--- src/rtl/waveform_uart_packetizer.sv ---
// Captures one gated trigger window of ADC samples plus its pulse height, then
// streams it as a framed, checksummed byte packet over a valid/ready byte port.
module waveform_uart_packetizer #(
    parameter int         N_SAMPLES = 32,
    parameter int         SAMPLE_W  = 14,
    parameter logic [7:0] SYNC_BYTE = 8'hA5
) (
    input  logic                clk,
    input  logic                reset,
    input  logic [SAMPLE_W-1:0] sample_in,
    input  logic                trig_in,
    input  logic [SAMPLE_W-1:0] pulse_height,
    output logic [7:0]          tx_data,
    output logic                tx_valid,
    input  logic                tx_ready,
    output logic                busy,
    output logic [7:0]          dropped_count
);

    localparam int IDX_W = (N_SAMPLES > 1) ? $clog2(N_SAMPLES) : 1;

    typedef enum logic [1:0] {IDLE, CAPTURE, SEND} state_t;

    state_t              state_q, state_d;
    logic                trig_q;
    logic [7:0]          count_q, count_d;
    logic [9:0]          idx_q, idx_d;
    logic [7:0]          chk_q, chk_d;
    logic [7:0]          drop_q, drop_d;
    logic [15:0]         ph_q;
    logic [SAMPLE_W-1:0] buf_q [N_SAMPLES];

    logic                rise;
    logic                wrEn;
    logic [IDX_W-1:0]    wrAddr;
    logic                phLatch;
    logic [9:0]          lastIdx;
    logic [9:0]          sOff;
    logic [15:0]         s16;
    logic [7:0]          curByte;

    assign rise    = trig_in & ~trig_q;
    assign lastIdx = 10'd4 + {1'b0, count_q, 1'b0};
    assign sOff    = idx_q - 10'd4;
    assign s16     = 16'(buf_q[sOff[IDX_W:1]]);

    // Byte under the cursor; idx_q only moves on a transfer, so this holds during stalls.
    always_comb begin
        curByte = 8'h00;
        if (idx_q == 10'd0) begin
            curByte = SYNC_BYTE;
        end else if (idx_q == 10'd1) begin
            curByte = count_q;
        end else if (idx_q == 10'd2) begin
            curByte = ph_q[15:8];
        end else if (idx_q == 10'd3) begin
            curByte = ph_q[7:0];
        end else if (idx_q == lastIdx) begin
            curByte = chk_q;
        end else begin
            curByte = sOff[0] ? s16[7:0] : s16[15:8];
        end
    end

    always_comb begin
        state_d  = state_q;
        count_d  = count_q;
        idx_d    = idx_q;
        chk_d    = chk_q;
        drop_d   = drop_q;
        wrEn     = 1'b0;
        wrAddr   = count_q[IDX_W-1:0];
        phLatch  = 1'b0;
        tx_valid = 1'b0;
        tx_data  = 8'h00;
        unique case (state_q)
            IDLE: begin
                if (rise) begin
                    wrEn    = 1'b1;
                    wrAddr  = '0;
                    count_d = 8'd1;
                    state_d = CAPTURE;
                end
            end
            CAPTURE: begin
                if (trig_in) begin
                    if (count_q < 8'(N_SAMPLES)) begin
                        wrEn    = 1'b1;
                        count_d = count_q + 8'd1;
                    end
                end else begin
                    phLatch = 1'b1;
                    idx_d   = '0;
                    chk_d   = '0;
                    state_d = SEND;
                end
            end
            SEND: begin
                tx_valid = 1'b1;
                tx_data  = curByte;
                if (rise && drop_q != 8'hFF) begin
                    drop_d = drop_q + 8'd1;
                end
                if (tx_ready) begin
                    if (idx_q == lastIdx) begin
                        state_d = IDLE;
                    end else begin
                        idx_d = idx_q + 10'd1;
                    end
                    // Checksum covers every byte except the sync byte.
                    if (idx_q != 10'd0) begin
                        chk_d = chk_q + curByte;
                    end
                end
            end
            default: state_d = IDLE;
        endcase
    end

    always_ff @(posedge clk) begin
        if (reset) begin
            state_q <= IDLE;
            trig_q  <= 1'b0;
            count_q <= '0;
            idx_q   <= '0;
            chk_q   <= '0;
            drop_q  <= '0;
            ph_q    <= '0;
        end else begin
            state_q <= state_d;
            trig_q  <= trig_in;
            count_q <= count_d;
            idx_q   <= idx_d;
            chk_q   <= chk_d;
            drop_q  <= drop_d;
            if (phLatch) begin
                ph_q <= 16'(pulse_height);
            end
        end
    end

    always_ff @(posedge clk) begin
        if (wrEn) begin
            buf_q[wrAddr] <= sample_in;
        end
    end

    assign busy          = (state_q != IDLE);
    assign dropped_count = drop_q;

endmodule

--- config.mk ---
export PLATFORM = sky130hd
export DESIGN_NAME = waveform_uart_packetizer
export DESIGN_NICKNAME = d
export VERILOG_FILES = /design/src/rtl/waveform_uart_packetizer.sv
export SDC_FILE = /design/constraint.sdc
export NUM_CORES = 1
export LEC_CHECK = 0
export ABC_AREA = 0
export ABC_CLOCK_PERIOD_IN_PS = 17200
export BUFFER_PORTS_ARGS = -buffer_cell sky130_fd_sc_hd__buf_2
export CAP_MARGIN = 0
export CORE_MARGIN = 8
export CORE_UTILIZATION = 29
export CTS_CLUSTER_DIAMETER = 100
export DETAILED_ROUTE_END_ITERATION = 8
export GPL_TIMING_DRIVEN = 1
export PLACE_DENSITY_LB_ADDON = 0.1
export SYNTH_ARGS = -nofsm -noshare
export SYNTH_HDL_FRONTEND = slang
export SYNTH_SLANG_ARGS = --single-unit
--- constraint.sdc ---
create_clock -name clk -period 17.2 [get_ports clk]
set_input_delay 0.86 -clock clk [delete_from_list [all_inputs] [get_ports clk]]
set_output_delay 0.86 -clock clk [all_outputs]
set_load 0.05 [all_outputs]
Word level (Yosys, flattened, before mapping)
Memories as Yosys holds them, arrays and structs flattened.
Cells that the tools add are included.
{"block": "word_totals", "ff_bits": 51, "input_bits": 32, "mem_count": 1, "wordCells": 79, "mem_bits_rw": 448, "out_inout_bits": 18}
{"memory": "buf_q", "depth": 32, "width": 14, "rd": 1, "rd_ports_with_merged_regs": 0, "wr": 1, "line_no": "31", "text": "logic [SAMPLE_W-1:0] buf_q [N_SAMPLES];"}
{"block": "op_classes", "eq_ne": 15, "n_lt_le_gt_ge": 1, "addsub": 6, "n_reduce_logical": 12, "muxes": 35, "n_bitwise": 2}
{"cell": "$mux W8", "count": 13}
{"cell": "$pmux W8 S2", "count": 2}
{"cell": "$mux W10", "count": 3}
{"cell": "$eq A10 B2 Y1 const B", "count": 2}
{"cell": "$pmux W10 S2", "count": 1}
{"cell": "$add A8 B1 Y8 const B", "count": 2}
{"cell": "$ne A2 B2 Y1 const B", "count": 8}
{"cell": "$reduce_and A4 Y1", "count": 4}
{"cell": "$add A10 B1 Y10 const B", "count": 1}
{"cell": "$add A3 B9 Y10 const A", "count": 1}
{"cell": "$eq A10 B1 Y1 const B", "count": 1}
{"cell": "$eq A10 B10 Y1", "count": 1}
{"cell": "$logic_not A10 Y1", "count": 1}
{"cell": "$mux W5", "count": 2}
{"cell": "$reduce_bool A10 Y1", "count": 1}
{"cell": "$add A8 B8 Y8", "count": 1}
{"cell": "$lt A8 B6 Y1 const B", "count": 1}
{"cell": "$mux W1", "count": 8}
{"cell": "$mux W2", "count": 4}
{"cell": "$ne A8 B8 Y1 const B", "count": 1}
{"cell": "$pmux W2 S3", "count": 1}
{"cell": "$reduce_bool A2 Y1", "count": 3}
{"cell": "$sub A6 B3 Y6 const B", "count": 1}
{"cell": "$eq A2 B1 Y1 const B", "count": 1}
{"cell": "7 further kinds", "count": 7}

Logic depth before layout (Yosys ltp)
Gate-level depths: netlist (run 1).
An unclocked memory read counts as a cell.
{"block": "logic_depth", "word_depth": 12, "depth_mapped": 26, "mapped_depth_nobuf": 21}

Least setup slack after synthesis (run 1)
Ideal clock, no wire load.
{"block": "synth_path", "path_type": "reg-to-output", "start": "reg idx_q[2]", "end": "out tx_data[4]", "required_time_ns": 16.340, "n_path_buf": 6, "path_stages_with_launch": 14, "path_slack_ns": 11.785, "t_arrival_ns": 4.555, "cell_sequence": "dfxtp_1 -> buf_2 -> buf_2 -> buf_2 -> clkinv_1 -> ha_1 -> buf_2 -> clkbuf_1 -> clkbuf_1 -> mux4_2 -> mux4_2 -> mux2_2 -> a31oi_1 -> nor4_1"}
{"block": "synth_via", "elab_chain_len": 9, "elab_cells_between_ends": 14, "cone_classes": "add/sub (1); eq/ne (4); mux (7); reduce/logical (1); memory (1)"}
{"item": "start: declaration", "line_no": "27", "text": "logic [9:0] idx_q, idx_d;"}
{"item": "start signal: assignment", "line_no": "133", "text": "idx_q <= idx_d;"}
{"item": "$sub A6 B3 Y6", "line_no": "44", "text": "assign sOff = idx_q - 10'd4;"}
{"item": "$mem_v2 Z32 W14"}
{"item": "$mux W8", "line_no": "61", "text": "curByte = sOff[0] ? s16[7:0] : s16[15:8];"}
{"item": "$mux W8", "line_no": "58", "text": "end else if (idx_q == lastIdx) begin"}
{"item": "$mux W8", "line_no": "56", "text": "end else if (idx_q == 10'd3) begin"}
{"item": "$mux W8", "line_no": "54", "text": "end else if (idx_q == 10'd2) begin"}
{"item": "$mux W8", "line_no": "52", "text": "end else if (idx_q == 10'd1) begin"}
{"item": "$mux W8 (*)", "line_no": "50", "text": "if (idx_q == 10'd0) begin"}
{"item": "$mux W8 (*)", "line_no": "76", "text": "unique case (state_q)"}
{"item": "end: declaration", "line_no": "13", "text": "output logic [7:0] tx_data,"}
Every way passes the cells marked *; elsewhere a longest branch is shown, timed or not.

Final worst setup path (run 1)
{"block": "layout_path", "start": "reg idx_q[2]", "end": "reg chk_q[7]"}
{"block": "layout_via", "elab_chain_len": 12, "elab_cells_between_ends": 20, "cone_classes": "add/sub (2); eq/ne (5); mux (9); reduce/logical (3); memory (1)"}
{"item": "$sub A6 B3 Y6", "line_no": "44"}
{"item": "$mem_v2 Z32 W14"}
{"item": "$mux W8", "line_no": "61"}
{"item": "$mux W8", "line_no": "58"}
{"item": "$mux W8", "line_no": "56"}
{"item": "$mux W8", "line_no": "54"}
{"item": "$mux W8", "line_no": "52"}
{"item": "$mux W8", "line_no": "50"}
{"item": "$add A8 B8 Y8", "line_no": "112", "text": "chk_d = chk_q + curByte;"}
{"item": "$mux W8", "line_no": "111", "text": "if (idx_q != 10'd0) begin"}
{"item": "$mux W8", "line_no": "104", "text": "if (tx_ready) begin"}
{"item": "$pmux W8 S2", "line_no": "76"}
{"item": "end signal: assignment", "line_no": "134", "text": "chk_q <= chk_d;"}
{"item": "end: declaration", "line_no": "28", "text": "logic [7:0] chk_q, chk_d;"}
Parallel ways exist; a longest one is shown, timed or not. The select of a mux whose other input is x is not followed.
A chain may end at the register's enable or synchronous reset.

==> out/metrics.yaml, run 1 <==
final_min_period_over_clock_period: 0.3658
synth_edf_count: 448
worstSkewPairLatency_ns: 0.60
max_freq_ghz: 0.1589
cts_setup_buffers: 0
syn-num-nets: 1156
final_area_um2: 23650
dieArea_um2: 78830
grt_pass1_wl_um: 78430
final_hold_viol_count: 0
syn_to_final_growth_pct: 16.34
drv_slew: 0
grt.total_usage: 0.1363
clock-sinks: 499
cts_tree: "yes"
maxCapViolCount: 0
status: "finished, final reports clean"
cts_resized: 0
critPathCaptureType: "flop"
path_clk_slew_ns: 0.06
drt_wl_total_um: 53920
synth.top_cell.area_share: 0.6617
synth.area.top_cells: "edfxtp_1, mux4_2, dfxtp_1"
crit_path_top_delay_cell: "dfxtp_4"
num_rows: 97
max_slew_margin: 0.2113
synth_area_um2: 20330
hpwl_um: 31770
p_int_mw: 1.983
power_mw: 2.509
critical-path-max-stage-delay_ns: 0.71
cts_made_buffers: 57
clockBufferDepth: 3
grt_overflow: 0
antenna_found_initial: 2
tightestPinTransition_ns: 1.182
drive_gt1_frac: 0.2876
grt_max_degree: 45
synth_common_cells: "edfxtp_1, mux4_2, nor2_1, nand2_1, dfxtp_1"
drtAntennaViolNets: 0
initial_utilization: 0.2918
worstPathMaxFanout: 34
grt_pass1_vias: 10880
wl_per_cell_um: 24.67
crit_required_ns: 17.73
ys.flop_type: "edfxtp_1"
fillers: 6679
instances_no_fill: 2186
place_inst: 2077
critPathArrivalTime_ns: 6.82
yosys.area.top_type: "edfxtp_1"
crit_top_cell: "a21oi_1"
finClkSkew_ns: 0.02097
portBuffers: 49
hp-class: "flop to flop"
cts_max_level: 2
p_sw_mw: 0.5257
die_x_um: 280.8
yosysSeqAreaShare: 0.7120
worstSetupPathType: "flop to flop"
first_iter_violations: 626
syn_area_per_cell_um2: 18.38
cp_cell_sequence: "clkinv_1 > ha_1 > xor2_4 > buf_4 > mux4_2 > nor2b_1 > a211oi_1 > a21oi_1 > o31ai_1 > a21oi_1 > and2_1 > ha_1 > a21o_1 > a21oi_1 > o21ai_0 > nor4_1 > nor3_1 > and3_1 > or4_1 > a31oi_1"
layout_min_cycle_time_ns: 6.292
ir_drop_mv: 0.08682
placed_area_um2: 21900
p_clk_frac: 0.451
start_kind: "flop"
gp_congestion: 0.7500
route.detailed.drc: 0
tns_ns: 0
core_area_um2: 69660
async_flop_share: 0
netlist_instances: 1106
pin_count: 50
setup_viol: 0
yosysMostFrequentCell: "edfxtp_1"
die_h_um: 280.8
viasPerCell: 4.731
leakagePower_nw: 7.416
fin_hold_ws_ns: 0.4647
yosysWarningCount: 0
fin_nets: 1246
dr_total_vias: 10340
p_seq_frac: 0.530
rsz0062_at_grt: "false"
drtPass1Iterations: 4
synth_cell_types: 53
power.density_nw_per_um2: 106.1
p_comb_frac: 0.019
synth_seq_cells: 499
postCtsHoldBufs: 0
netSwitchingFraction: 0.2095
root_buffer: "clkbuf_16"
[worst paths after layout]
check             startpoint       end  slack [ns]  depth (start not counted)
hold reg to reg      ph_q[7]   ph_q[7]        0.46                          2
setup reg to reg    idx_q[2]  chk_q[7]       10.91                         20
setup / recovery    idx_q[2]  chk_q[7]       10.91                         20
hold / removal       ph_q[7]   ph_q[7]        0.46                          2
[layout make-up]
| cell class | instances | area (um^2) | area share |
|---|---|---|---|
| Clock inverter | 23 | 140.1 | 0.005925 |
| Multi-Input combinational cell | 537 | 5643 | 0.2386 |
| Clock buffer | 85 | 1610 | 0.06808 |
| Sequential cell | 499 | 14480 | 0.6123 |
| Antenna cell | 1 | 2.502 | 0.0001058 |
| Tap cell | 940 | 1176 | 0.04973 |
| Timing Repair Buffer | 91 | 560.5 | 0.02370 |
| Inverter | 10 | 37.54 | 0.001587 |
[routing by layer]
layer | vias to the layer above | share of wire | track usage | wire length (um)
met2 | 182 | 0.47 | 0.2187 | 25140
met4 | 2 | 0.020 | 0.03255 | 1087
met5 | - | 0.00024 | 0 | 13
met3 | 71 | 0.042 | 0.02681 | 2259
li1 | 4627 | - | - | -
met1 | 5460 | 0.47 | 0.1898 | 25420
[registers in the layout, indices dropped and copies added (netlist names)]
register and flops:
dropped_count 8, count_q 8, trig_q 1, state_q 2, buf_q 448, chk_q 8
ph_q 14, idx_q 10
[through the flow]
step	setup WS [ns]	util
after CTS	10.78	0.3395
after floorplan	11.79	-
after detailed placement	10.80	0.3143
final	10.91	0.3395
after global placement	10.74	0.3143
after global routing	10.35	0.3395
[power groups by stage]
stage	sequential [mW]	combinational, mW	clock (mW)
CTS	1.33	0.0495	1.17
global route	1.33	0.0534	1.22
global placement	1.35	0.0489	0
floorplan	1.35	0.0203	0
detailed placement	1.35	0.0494	0
finish	1.33	0.0481	1.13
[worst max-delay path: cells and delay by family (launching register included)]
family	cells	cell delay, ns
buffers and inverters	2	1.06
xor gates and xnor gates	1	0.13
muxes	1	0.62
AOI/OAI and AO/OA	8	1.82
adders and majority gates	2	0.63
DFF	1	0.71
and+or+nand+nor	6	1.22
[cell families after synthesis]
kind of cell	count (synthesis)	synth area share
flip-flops	499	0.7120
AND/OR/NAND/NOR	241	0.05644
multiplexers	167	0.1669
AO/OA/AOI/OAI	81	0.02450
buffers and inverters	70	0.01582
XOR/XNOR	30	0.01292
adder cells (fa/ha/maj)	18	0.01145
[cells in the final DEF, fill, tap and decap left out, drive strengths merged, types with 4 or more instances in the layout]
cell	count
mux2i	24
nand2	59
o211ai	4
edfxtp	448
ha	17
xor2	16
mux2	6
or3	4
a31oi	8
a21oi	39
nand4	5
nor2	84
buf	91
and3	8
mux4	137
xnor2	14
nand3	15
nand2b	8
clkinv	21
a211oi	4
nor4	7
dfxtp	51
nor3	19
nor2b	10
o21ai	10
clkbuf	85
and2	8
inv	11
(Power assumes the default switching activity.)
==> inputs of run 2 (changes only) <==
--- a/config.mk
+++ b/config.mk
@@ -6,7 +6,7 @@
 export NUM_CORES = 1
 export LEC_CHECK = 0
 export ABC_AREA = 0
-export ABC_CLOCK_PERIOD_IN_PS = 17200
+export ABC_CLOCK_PERIOD_IN_PS = 6300
 export BUFFER_PORTS_ARGS = -buffer_cell sky130_fd_sc_hd__buf_2
 export CAP_MARGIN = 0
 export CORE_MARGIN = 8
==> constraint.sdc (replaced) <==
create_clock -name clk -period 6.3 [get_ports clk]
set_input_delay 0.315 -clock clk [delete_from_list [all_inputs] [get_ports clk]]
set_output_delay 0.315 -clock clk [all_outputs]
set_load 0.05 [all_outputs]
==> run 2 against run 1 <==
Compared with the run above: largest cell class unchanged; sequential power increased to 2.7 times the previous value; clock-buffer cell count decreased by 14; critical endpoint unchanged; total power increased to 2.8 times the previous value; global-route usage increased by 0.48 points; cell area increased by 1.1%.
==> out/metrics.yaml, run 2 (synthesis gave the netlist of run 1 again) <==
critPathArrivalTime_ns: 5.87  # was 6.82 ns
rsz0062_at_grt: "false"  # unchanged
top_regs: "buf_q (448), ph_q (14), idx_q (10)"  # unchanged
final_hold_viol_count: 0  # unchanged
status: "finished, final reports clean"  # unchanged
hold_depth: 2  # unchanged
worstPathMaxFanout: 40  # was 34
insertedDiodeCount: 0  # was 1
tightestPinTransition_ns: 1.053  # was 1.182 ns
fin_nets: 1266  # was 1246
largest_reg_flops: 448  # unchanged
dieArea_um2: 78830  # unchanged
drv_slew: 0  # unchanged
final_area_um2: 23910  # was 23650 um^2
critPathCaptureType: "flop"  # unchanged
worstReg2RegStart: "idx_q[1]"  # was idx_q[2]
grt.total_usage: 0.1411  # was 0.1363
cts_resized: 0  # unchanged
grt_max_degree: 106  # was 45
drive_gt1_frac: 0.2830  # was 0.2876
path_clk_slew_ns: 0.06  # about the same
gp_congestion: 0.7681  # was 0.7500
fin_hold_ws_ns: 0.04554  # was 0.4647 ns
cts_setup_buffers: 0  # unchanged
top_layer: "met5"  # unchanged
critical-path-max-stage-delay_ns: 0.94  # was 0.71 ns
cts_made_buffers: 56  # was 57
final_min_period_over_clock_period: 0.8515  # was 0.3658
drt_wl_total_um: 55620  # was 53920 um
wl_per_cell_um: 25.30  # was 24.67 um
root_buffer: "clkbuf_16"  # unchanged
first_iter_violations: 761  # was 626
wl_met2_um: 26870  # was 25140 um
worstSkewPairLatency_ns: 0.60  # about the same
drtPass1Iterations: 5  # was 4
core_area_um2: 69660  # unchanged
grt_pass1_vias: 10940  # was 10880
viasPerCell: 4.799  # was 4.731
most-common-layout-cells: "edfxtp_1, mux4_2, nand2_1, clkbuf_16, nor2_1"  # unchanged
leakagePower_nw: 7.513  # was 7.416 nW
power.density_nw_per_um2: 288.5  # was 106.1 nW/um^2
cp_cell_sequence: "buf_12 > mux4_2 > mux4_2 > mux4_2 > mux2_2 > a211oi_1 > o21ai_1 > ha_1 > a21oi_1 > o21ai_0 > nor4_1 > nor3_1 > and3_1 > or4_1 > a31oi_1"  # was clkinv_1 > ha_1 > xor2_4 > buf_4 > mux4_2 > nor2b_1 > a211oi_1 > a21oi_1 > o31ai_1 > a21oi_1 > and2_1 > ha_1 > a21o_1 > a21oi_1 > o21ai_0 > nor4_1 > nor3_1 > and3_1 > or4_1 > a31oi_1
initial_utilization: 0.2918  # unchanged
drtAntennaViolNets: 0  # unchanged
crit_path_top_delay_cell: "dfxtp_4"  # unchanged
critPathLaunch: "idx_q[1]"  # was idx_q[2]
portBuffers: 49  # unchanged
grt_pass1_wl_um: 80830  # was 78430 um
ir_drop_mv: 0.2103  # was 0.08682 mV
max_freq_ghz: 0.1864  # was 0.1589 GHz
die_h_um: 280.8  # unchanged
tns_ns: 0  # unchanged
layout_min_cycle_time_ns: 5.365  # was 6.292 ns
maxCapViolCount: 0  # unchanged
finClkSkew_ns: 0.01624  # was 0.02097 ns
worstRegToRegCells: 15  # was 20
num_rows: 97  # unchanged
cts_max_level: 2  # unchanged
crit_required_ns: 6.81  # was 17.73 ns
die_x_um: 280.8  # unchanged
layout_commonest_cell: "edfxtp_1"  # unchanged
setup_viol: 0  # unchanged
syn_to_final_growth_pct: 17.62  # was 16.34%
top_register: "buf_q"  # unchanged
clockBufferDepth: 3  # unchanged
hp-class: "primary input to flop"  # was flop to flop
start_kind: "flop"  # unchanged
route.detailed.drc: 0  # unchanged
clock-sinks: 499  # unchanged
worstSetupPathType: "flop to flop"  # unchanged
placed_area_um2: 22030  # was 21900 um^2
dr_total_vias: 10550  # was 10340
antenna_found_initial: 1  # was 2
max_slew_margin: 0.2983  # was 0.2113
min_from: "trig_in"  # was ph_q[7]
met1_length_um: 25370  # was 25420 um
crit_top_cell: "mux4_2"  # was a21oi_1
cts_tree: "yes"  # unchanged
fin_util: 0.3432  # was 0.3395
hpwl_um: 32340  # was 31770 um
grt_overflow: 0  # unchanged
power_mw: 6.899  # was 2.509 mW
pin_count: 50  # unchanged
wl_met3_um: 2346  # was 2259 um
run 2: routing by layer:
layer / up-vias / GRT usage
li1: 4664 / -
met4: 2 / 0.03202
met3: 69 / 0.02581
met2: 202 / 0.2337
met5: - / 0
met1: 5611 / 0.1921
run 2: worst max-delay path: cells and delay by family (launching register included):
family,cells,cell delay (ns)
mux,4,1.84
flops,1,0.94
compound gates,5,0.93
simple gates,4,0.92
fa+ha+maj,1,0.31
buf+inv,1,0.29
run 2: final timing paths:
| path | endpoint | slack [ns] |
|---|---|---|
| hold reg to reg | ph_q[6] | 0.47 |
| hold / removal | trig_q | 0.05 |
| setup / recovery | chk_q[7] | 0.94 |
| setup reg to reg | chk_q[7] | 0.94 |
run 2: stage by stage:
step	setup slack, ns	instances
after floorplan	0.8973	1106
after global placement	0.8609	2084
after detailed placement	0.8789	2084
after CTS	0.8520	2198
after global routing	0.4962	2198
final	0.9354	2198
run 2: area by class of cell:
class / count / area [um^2]
Fill cell: 6674 / 45750
Sequential cell: 499 / 14480
Multi-Input combinational cell: 537 / 5648
Clock buffer: 71 / 1458
Tap cell: 940 / 1176
Timing Repair Buffer: 112 / 828.3
Clock inverter: 29 / 282.8
Inverter: 10 / 37.54
run 2: power by group:
part / switching [mW] / internal, mW / leakage, nW / total (mW)
clock network: 1.30 / 1.83 / 0.841 / 3.13
registers: 0.00970 / 3.62 / 4.45 / 3.63
logic: 0.104 / 0.0353 / 2.23 / 0.140
run 2: what timing repair did:
action / CTS / global route
hold buffers: 14 / 0
hold endpoints to repair: 14 / 0
setup endpoints to repair: 0 / 0
